===== src/rtl/matmul_job_scheduler_pkg.sv =====
// matmul_pkg: shared types and constants for the matmul job scheduler
package matmul_pkg;
  localparam int DEF_ADDR_WIDTH = 15;
  localparam int CNT_WIDTH = 16;
  typedef struct packed {
    logic [DEF_ADDR_WIDTH-1:0] addr_a;
    logic [DEF_ADDR_WIDTH-1:0] addr_b;
    logic [DEF_ADDR_WIDTH-1:0] addr_c;
  } job_t;
  typedef enum logic [2:0] {S_IDLE, S_START, S_LOAD_A, S_LOAD_B, S_STORE_C} state_t;
  function automatic logic is_wait(state_t s);
    return s inside {S_LOAD_A, S_LOAD_B, S_STORE_C};
  endfunction
endpackage


===== src/rtl/matmul_job_scheduler_if.sv =====
// matmul_job_scheduler_if: host job handshake and loader control bundle
interface matmul_job_scheduler_if #(parameter int ADDR_WIDTH = matmul_pkg::DEF_ADDR_WIDTH);
  import matmul_pkg::*;
  logic                  job_valid;
  logic                  job_ready;
  logic [ADDR_WIDTH-1:0] job_addr_a;
  logic [ADDR_WIDTH-1:0] job_addr_b;
  logic [ADDR_WIDTH-1:0] job_addr_c;
  logic                  clear_error;
  logic                  loader_enable;
  logic [ADDR_WIDTH-1:0] loader_start_address;
  logic                  loader_next_matrix;
  logic                  loader_next_matrix_ready;
  logic                  loader_done;
  logic                  busy;
  logic                  job_done;
  logic [CNT_WIDTH-1:0]  jobs_completed;
  logic                  error;
  modport slave (
    input  job_valid, job_addr_a, job_addr_b, job_addr_c, clear_error, loader_next_matrix, loader_done,
    output job_ready, loader_enable, loader_start_address, loader_next_matrix_ready, busy, job_done,
           jobs_completed, error
  );
  modport master (
    output job_valid, job_addr_a, job_addr_b, job_addr_c, clear_error, loader_next_matrix, loader_done,
    input  job_ready, loader_enable, loader_start_address, loader_next_matrix_ready, busy, job_done,
           jobs_completed, error
  );
endinterface


===== src/rtl/matmul_job_scheduler_fifo.sv =====
// job_fifo: synchronous job descriptor FIFO with registered pointers and count
module job_fifo #(
  parameter int WIDTH = 45,
  parameter int DEPTH = 4
) (
  input  logic             clock,
  input  logic             reset,
  input  logic             i_push,
  input  logic [WIDTH-1:0] i_data,
  input  logic             i_pop,
  output logic [WIDTH-1:0] o_data,
  output logic             o_full,
  output logic             o_empty
);
  localparam int PW = $clog2(DEPTH);
  logic [WIDTH-1:0] r_mem [DEPTH];
  logic [PW-1:0]    r_wr;
  logic [PW-1:0]    r_rd;
  logic [PW:0]      r_count;
  logic             w_push;
  logic             w_pop;
  assign o_full  = r_count == (PW+1)'(DEPTH);
  assign o_empty = r_count == '0;
  assign o_data  = r_mem[r_rd];
  assign w_push  = i_push & ~o_full;
  assign w_pop   = i_pop & ~o_empty;
  // pointer and occupancy update; full/empty follow the registered count so a pop frees space next cycle
  always_ff @(posedge clock)
    if (reset) begin
      r_wr    <= '0;
      r_rd    <= '0;
      r_count <= '0;
    end else begin
      if (w_push) r_mem[r_wr] <= i_data;
      r_wr    <= w_push ? r_wr + 1'b1 : r_wr;
      r_rd    <= w_pop ? r_rd + 1'b1 : r_rd;
      r_count <= r_count + {{PW{1'b0}}, w_push} - {{PW{1'b0}}, w_pop};
    end
endmodule


===== src/rtl/matmul_job_scheduler.sv =====
// matmul_job_scheduler: queues 2x2 matmul jobs and sequences the loader through A, B and C phases
module matmul_job_scheduler
  import matmul_pkg::*;
#(
  parameter int ADDR_WIDTH  = DEF_ADDR_WIDTH,
  parameter int QUEUE_DEPTH = 4,
  parameter int TIMEOUT     = 1024
) (
  input logic                   clock,
  input logic                   reset,
  matmul_job_scheduler_if.slave bus
);
  localparam int JW = 3 * ADDR_WIDTH;
  state_t                r_state;
  logic [ADDR_WIDTH-1:0] r_start_address;
  logic [ADDR_WIDTH-1:0] r_addr_b;
  logic [ADDR_WIDTH-1:0] r_addr_c;
  logic                  r_enable;
  logic                  r_ready;
  logic                  r_job_done;
  logic                  r_error;
  logic                  r_req_armed;
  logic                  r_settle;
  logic [CNT_WIDTH-1:0]  r_jobs_completed;
  logic [31:0]           r_wd;
  logic [JW-1:0]         w_head;
  logic                  w_full;
  logic                  w_empty;
  logic                  w_push;
  logic                  w_pop;
  logic                  w_req;
  logic                  w_grant;
  logic                  w_bad_done;
  logic                  w_finish;
  logic                  w_timeout;
  logic                  w_abort;
  job_fifo #(.WIDTH(JW), .DEPTH(QUEUE_DEPTH)) u_fifo (
    .clock  (clock),
    .reset  (reset),
    .i_push (w_push),
    .i_data ({bus.job_addr_a, bus.job_addr_b, bus.job_addr_c}),
    .i_pop  (w_pop),
    .o_data (w_head),
    .o_full (w_full),
    .o_empty(w_empty)
  );
  assign bus.job_ready                = ~w_full & ~reset;
  assign bus.busy                     = (r_state != S_IDLE) | ~w_empty;
  assign bus.loader_enable            = r_enable;
  assign bus.loader_start_address     = r_start_address;
  assign bus.loader_next_matrix_ready = r_ready;
  assign bus.job_done                 = r_job_done;
  assign bus.jobs_completed           = r_jobs_completed;
  assign bus.error                    = r_error;
  assign w_push     = bus.job_valid & bus.job_ready;
  assign w_pop      = (r_state == S_IDLE) & ~r_settle & ~w_empty;
  assign w_req      = bus.loader_next_matrix & r_req_armed;
  assign w_bad_done = bus.loader_done & (r_state inside {S_LOAD_A, S_LOAD_B});
  assign w_grant    = w_req & ~w_bad_done & (r_state inside {S_LOAD_A, S_LOAD_B});
  assign w_finish   = bus.loader_done & (r_state == S_STORE_C);
  assign w_timeout  = (TIMEOUT != 0) && (r_wd == 32'(TIMEOUT - 1)) && is_wait(r_state);
  assign w_abort    = w_bad_done | (w_timeout & ~w_grant & ~w_finish);
  // a request is armed again only after the loader drops next_matrix
  always_ff @(posedge clock)
    r_req_armed <= reset ? 1'b1 : w_grant ? 1'b0 : ~bus.loader_next_matrix ? 1'b1 : r_req_armed;
  // watchdog restarts on every state change and counts only while waiting on the loader
  always_ff @(posedge clock)
    r_wd <= (reset || !is_wait(r_state) || w_grant || w_abort || w_finish) ? 32'd0 : r_wd + 32'd1;
  // sticky error; a fresh error event beats clear_error in the same cycle
  always_ff @(posedge clock)
    r_error <= reset ? 1'b0 : w_abort ? 1'b1 : bus.clear_error ? 1'b0 : r_error;
  // job sequencer: every return to IDLE holds one settle cycle so the loader sees a gap between jobs
  always_ff @(posedge clock)
    if (reset) begin
      r_state          <= S_IDLE;
      r_start_address  <= '0;
      r_addr_b         <= '0;
      r_addr_c         <= '0;
      r_enable         <= 1'b0;
      r_ready          <= 1'b0;
      r_job_done       <= 1'b0;
      r_jobs_completed <= '0;
      r_settle         <= 1'b0;
    end else begin
      r_enable   <= 1'b0;
      r_ready    <= 1'b0;
      r_job_done <= 1'b0;
      if (w_abort) begin
        r_state  <= S_IDLE;
        r_settle <= 1'b1;
      end else begin
        case (r_state)
          S_IDLE: begin
            r_settle <= 1'b0;
            if (w_pop) begin
              r_state         <= S_START;
              r_enable        <= 1'b1;
              r_start_address <= w_head[JW-1 -: ADDR_WIDTH];
              r_addr_b        <= w_head[2*ADDR_WIDTH-1 -: ADDR_WIDTH];
              r_addr_c        <= w_head[ADDR_WIDTH-1:0];
            end
          end
          S_START: r_state <= S_LOAD_A;
          S_LOAD_A: if (w_grant) begin
            r_ready         <= 1'b1;
            r_start_address <= r_addr_b;
            r_state         <= S_LOAD_B;
          end
          S_LOAD_B: if (w_grant) begin
            r_ready         <= 1'b1;
            r_start_address <= r_addr_c;
            r_state         <= S_STORE_C;
          end
          S_STORE_C: if (w_finish) begin
            r_job_done       <= 1'b1;
            r_jobs_completed <= r_jobs_completed + 1'b1;
            r_state          <= S_IDLE;
            r_settle         <= 1'b1;
          end
          default: r_state <= S_IDLE;
        endcase
      end
    end
endmodule


===== src/flat_wrapper.sv =====
// flat-port wrapper written by rule: the top's interface ports become plain ports
module matmul_job_scheduler_flat import matmul_pkg::*;
#(
  parameter int ADDR_WIDTH  = DEF_ADDR_WIDTH,
  parameter int QUEUE_DEPTH = 4,
  parameter int TIMEOUT     = 1024
)
  (clock, reset, bus_job_valid, bus_job_addr_a, bus_job_addr_b, bus_job_addr_c, bus_clear_error, bus_loader_next_matrix, bus_loader_done, bus_job_ready, bus_loader_enable, bus_loader_start_address, bus_loader_next_matrix_ready, bus_busy, bus_job_done, bus_jobs_completed, bus_error);
  matmul_job_scheduler_if #(.ADDR_WIDTH(ADDR_WIDTH)) bus_i ();
  input logic clock;
  input logic reset;
  input wire logic [$bits(bus_i.job_valid)-1:0] bus_job_valid;
  input wire logic [$bits(bus_i.job_addr_a)-1:0] bus_job_addr_a;
  input wire logic [$bits(bus_i.job_addr_b)-1:0] bus_job_addr_b;
  input wire logic [$bits(bus_i.job_addr_c)-1:0] bus_job_addr_c;
  input wire logic [$bits(bus_i.clear_error)-1:0] bus_clear_error;
  input wire logic [$bits(bus_i.loader_next_matrix)-1:0] bus_loader_next_matrix;
  input wire logic [$bits(bus_i.loader_done)-1:0] bus_loader_done;
  output wire logic [$bits(bus_i.job_ready)-1:0] bus_job_ready;
  output wire logic [$bits(bus_i.loader_enable)-1:0] bus_loader_enable;
  output wire logic [$bits(bus_i.loader_start_address)-1:0] bus_loader_start_address;
  output wire logic [$bits(bus_i.loader_next_matrix_ready)-1:0] bus_loader_next_matrix_ready;
  output wire logic [$bits(bus_i.busy)-1:0] bus_busy;
  output wire logic [$bits(bus_i.job_done)-1:0] bus_job_done;
  output wire logic [$bits(bus_i.jobs_completed)-1:0] bus_jobs_completed;
  output wire logic [$bits(bus_i.error)-1:0] bus_error;
  assign bus_i.job_valid = bus_job_valid;
  assign bus_i.job_addr_a = bus_job_addr_a;
  assign bus_i.job_addr_b = bus_job_addr_b;
  assign bus_i.job_addr_c = bus_job_addr_c;
  assign bus_i.clear_error = bus_clear_error;
  assign bus_i.loader_next_matrix = bus_loader_next_matrix;
  assign bus_i.loader_done = bus_loader_done;
  assign bus_job_ready = bus_i.job_ready;
  assign bus_loader_enable = bus_i.loader_enable;
  assign bus_loader_start_address = bus_i.loader_start_address;
  assign bus_loader_next_matrix_ready = bus_i.loader_next_matrix_ready;
  assign bus_busy = bus_i.busy;
  assign bus_job_done = bus_i.job_done;
  assign bus_jobs_completed = bus_i.jobs_completed;
  assign bus_error = bus_i.error;
  matmul_job_scheduler #(.ADDR_WIDTH(ADDR_WIDTH), .QUEUE_DEPTH(QUEUE_DEPTH), .TIMEOUT(TIMEOUT)) u_core (.clock(clock), .reset(reset), .bus(bus_i));
endmodule

===== config.mk =====
export PLATFORM = sky130hd
export DESIGN_NAME = matmul_job_scheduler_flat
export DESIGN_NICKNAME = d
export VERILOG_FILES = /design/src/rtl/matmul_job_scheduler_pkg.sv /design/src/rtl/matmul_job_scheduler_if.sv /design/src/rtl/matmul_job_scheduler_fifo.sv /design/src/rtl/matmul_job_scheduler.sv /design/src/flat_wrapper.sv
export SDC_FILE = /design/constraint.sdc
export NUM_CORES = 1
export LEC_CHECK = 0
export ABC_AREA = 1
export BUFFER_PORTS_ARGS = -buffer_cell sky130_fd_sc_hd__buf_4
export CORE_MARGIN = 4
export CORE_UTILIZATION = 40
export CTS_CLUSTER_DIAMETER = 40
export DETAILED_ROUTE_END_ITERATION = 8
export GPL_ROUTABILITY_DRIVEN = 0
export PLACE_DENSITY = 0.62
export SETUP_SLACK_MARGIN = 0.05
export SYNTH_ARGS = -nofsm -noshare
export SYNTH_HDL_FRONTEND = slang
export SYNTH_SLANG_ARGS = --single-unit

===== constraint.sdc =====
create_clock -name clock -period 4.04 [get_ports clock]
set_clock_uncertainty 0.2 [all_clocks]
set_input_delay 0.202 -clock clock [delete_from_list [all_inputs] [get_ports clock]]
set_output_delay 0.202 -clock clock [all_outputs]
set_load 0.05 [all_outputs]

==> results.md <==
* Status: finished clean
* Wirelength, routed at 27920 um
* Row count at 63
* First-pass GRT wire length at around 45000 um
* Post-Syn Nets at between 1000 and 1500
* Minimum clock period at 2.645 ns
* Iteration-0 DRC count of the detailed router at 573
* Routed length per placed instance at 15.26 um
* Final WS setup at 1.395 ns
* Hold Vio Cnt, Final at 0
* Core area at 0.02972 mm2
* DRC at 0
* Max VDD drop at 410.6 uV
* # port buffers at 87
* Average size of a mapped cell at 9.462 um2
* Fin. max-slew vios at 0
* Sink Count at 291
* Vias in the first global route at 8640
* GR Util All Layers at 16.79%
* Ys flop type: edfxtp_1
* # IOs at 88
* Via density at between 4 and 5
* Routed vias at 8882
* Post-synthesis cell area at 0.01205 mm2
* Hold Worst Slack at 0.1240 ns
* CTS tree: done
* Die area at approximately 0.033 mm2
* WP data required at 4.07 ns
* WS Path Type: flip-flop to flip-flop
* Crit-path slowest cell: nor2_4
* Synthesized flop and latch total at 291
* DRT antenna net count at 0
* Ant diodes at 0
* Post-synthesis async set-or-reset flop share at 0%
* Initial antenna violation count at 0
* P per Cell Area at 656.0 mW/mm2
* Setup Viol. Count Final at 0
* EDFF count, synth at 180
* Synth warn at 0
* Gr ovfl total at 0
* Synth Instances at 1274
* Crit path capture type: flip-flop
* Area growth from synthesis to layout at 23.59%
* Largest net degree at the start of global routing at 91
* Max transition margin at 29.65%
* Layout cells sized above 1 at 13.33%
* Dpl hpwl at between 15000 and 20000 um
* Post-CTS Resized at 0
* Worst-path clk slew at 0.06 ns
* Max Clk Rate at 378.1 MHz
* CP max FO at 23
* Worst skew pair latency at 0.54 ns
* Critical Path AT at 2.67 ns
* Crit-path max cell delay at 0.71 ns
* Total number of H-tree levels at 2
* Design Power at roughly 10000 uW
* TritonCTS Buffers at 38
* Starting density of the core at 40.56%
* Post-synth cell types at 33
* Nets@finish at 1471
* Clock root cell: clkbuf_16
* Hold/Removal Path Class: primary input to flip-flop
* CP Launch Type: flip-flop
* Sequential share of the synthesized area at between 60 and 70%
* Slew @ Worst Pin at ~1.1 ns
* Drt first pass iters at 5
* Die Wd at 181.6 um
* RSZ-0062 raised after global routing: no
* Static leakage at 0.005523 uW
* Setup Fix Bufs, Post-CTS at 0
* CP Cell Sequence: inv_1, a31oi_1, nand2_1, nor2_4, buf_4
* Pre-CTS WS at 1.332 ns
* Final period utilization at 65.46%
* Worst-case clock buffer depth at 3
* Die Y-Extent at 181.6 um
* Max Cap Viol at 0
==> through the flow <==
step | area [um2] | instances | setup TNS [ns] | util (%)
after CTS | 14900 | 1830 | 0 | 50.13
after global placement | 13090 | 1711 | 0 | 44.04
final | 14900 | 1830 | 0 | 50.13
after floorplan | 12050 | 1274 | -59.48 | -
after global routing | 14900 | 1830 | 0 | 50.13
after detailed placement | 13090 | 1711 | 0 | 44.04
==> flip-flops by register name, indices dropped and copies added, names as in the netlist, named ones only <==
signal and flops:
u_core.r_addr_b 15, u_core.u_fifo.r_wr 2, u_core.bus.error 1, u_core.u_fifo.r_mem 180, u_core.bus.loader_enable 1, u_core.r_addr_c 15, u_core.bus.loader_next_matrix_ready 1, u_core.bus.loader_start_address 15
u_core.bus.jobs_completed 16, u_core.r_wd 32, u_core.bus.job_done 1, u_core.r_settle 1, u_core.r_state 3, u_core.u_fifo.r_count 3, u_core.u_fifo.r_rd 2, u_core.r_req_armed 1
==> worst paths after layout <==
path / startpoint / end / slack (ns) / cells after the start
worst min-delay path: bus_job_valid / u_core.u_fifo.r_wr[0]$_SDFFE_PP0N_ / 0.12 / 3
worst max register to register: u_core.u_fifo.r_count[1]$_SDFF_PP0_ / u_core.u_fifo.r_mem[3][26]$_DFFE_PP_ / 1.40 / 5
worst max-delay path: u_core.u_fifo.r_count[1]$_SDFF_PP0_ / u_core.u_fifo.r_mem[3][26]$_DFFE_PP_ / 1.40 / 5
worst min register to register: u_core.r_wd[0]$_SDFF_PP0_ / u_core.r_wd[0]$_SDFF_PP0_ / 0.28 / 1
==> final cells by class <==
type / count / area, um2
flip-flops and latches: 291 / 7630
well taps: 390 / 488.0
clock inverters: 22 / 306.5
multi-input cells: 838 / 3872
repair buffers: 150 / 1251
clock buffers: 47 / 1005
fillers: 2695 / 14820
inverters: 92 / 345.3
==> logic make-up (layout without fill, tap and decap cells) <==
family          Yosys count  after routing  share of synthesized area, %
simple gates            652            652                         22.29
flops                   291            291                         63.28
compound gates          150            150                         6.633
buf+inv                 145            311                         4.847
xor+xnor                 27             27                         1.962
fa+ha+maj                 9              9                        0.9965
==> synthesized netlist by cell type, types with 3 or more instances <==
cell type / number / area [um2]
nor2_1: 274 / 1028
nand2_1: 257 / 964.7
edfxtp_1: 180 / 5405
dfxtp_1: 111 / 2222
o21ai_0: 88 / 440.4
inv_1: 84 / 315.3
nand3_1: 79 / 395.4
a31oi_1: 32 / 200.2
clkbuf_1: 25 / 93.84
a21oi_1: 16 / 80.08
xnor2_1: 15 / 131.4
buf_2: 14 / 70.07
nor2_2: 14 / 87.58
xor2_1: 12 / 105.1
buf_1: 11 / 41.29
o21ai_1: 11 / 55.05
nand3b_1: 9 / 67.56
ha_1: 8 / 100.1
inv_2: 7 / 26.28
nor3_1: 7 / 35.03
buf_6: 3 / 33.78
nand4_1: 3 / 18.77
==> metal layers <==
| metal | wire, um | up-vias | GRT usage [%] |
|---|---|---|---|
| li1 | - | 4495 | - |
| met1 | 12370 | 4154 | 22.30 |
| met2 | 13570 | 188 | 28.51 |
| met3 | 1468 | 45 | 3.065 |
| met4 | 509 | 0 | 4.323 |
| met5 | 0 | - | 0 |
==> where the power goes <==
group	internal (uW)	switching [uW]
clock	2070	1330
sequential	3470	165
combinational	804	1920
total	6350	3420
==> critical path, delay by kind of cell, from the launching register on <==
| family | cells | cell delay [ns] |
|---|---|---|
| flops | 1 | 0.36 |
| compound gates | 1 | 0.25 |
| buf+inv | 2 | 0.46 |
| simple gates | 2 | 1.06 |
==> placed cells by master, fill, tap and decap left out, types with 3 or more instances in the layout <==
master / netlist / layout
xnor2_1: 15 / 15
clkbuf_1: 25 / 7
nand4_1: 3 / 3
nor2_2: 14 / 14
nor2_1: 274 / 270
nand3_1: 79 / 79
o21ai_0: 88 / 88
nand2_1: 257 / 257
buf_4: 0 / 100
nor2_4: 1 / 5
dlygate4sd3_1: 0 / 50
inv_6: 0 / 4
ha_1: 8 / 8
inv_1: 84 / 83
clkbuf_16: 0 / 38
inv_2: 7 / 8
a21oi_1: 16 / 16
dfxtp_1: 111 / 109
xor2_1: 12 / 12
a31oi_1: 32 / 32
clkinv_2: 0 / 3
bufinv_16: 0 / 4
nor3_1: 7 / 7
nand3b_1: 9 / 9
edfxtp_1: 180 / 180
o21ai_1: 11 / 11
clkinv_1: 1 / 5
==> timing repair <==
action	CTS	global route
endpoints found under the hold margin	204	0
hold buffers	50	0
setup endpoints to repair	0	0
Note: power is estimated with default switching activity, not from simulation.
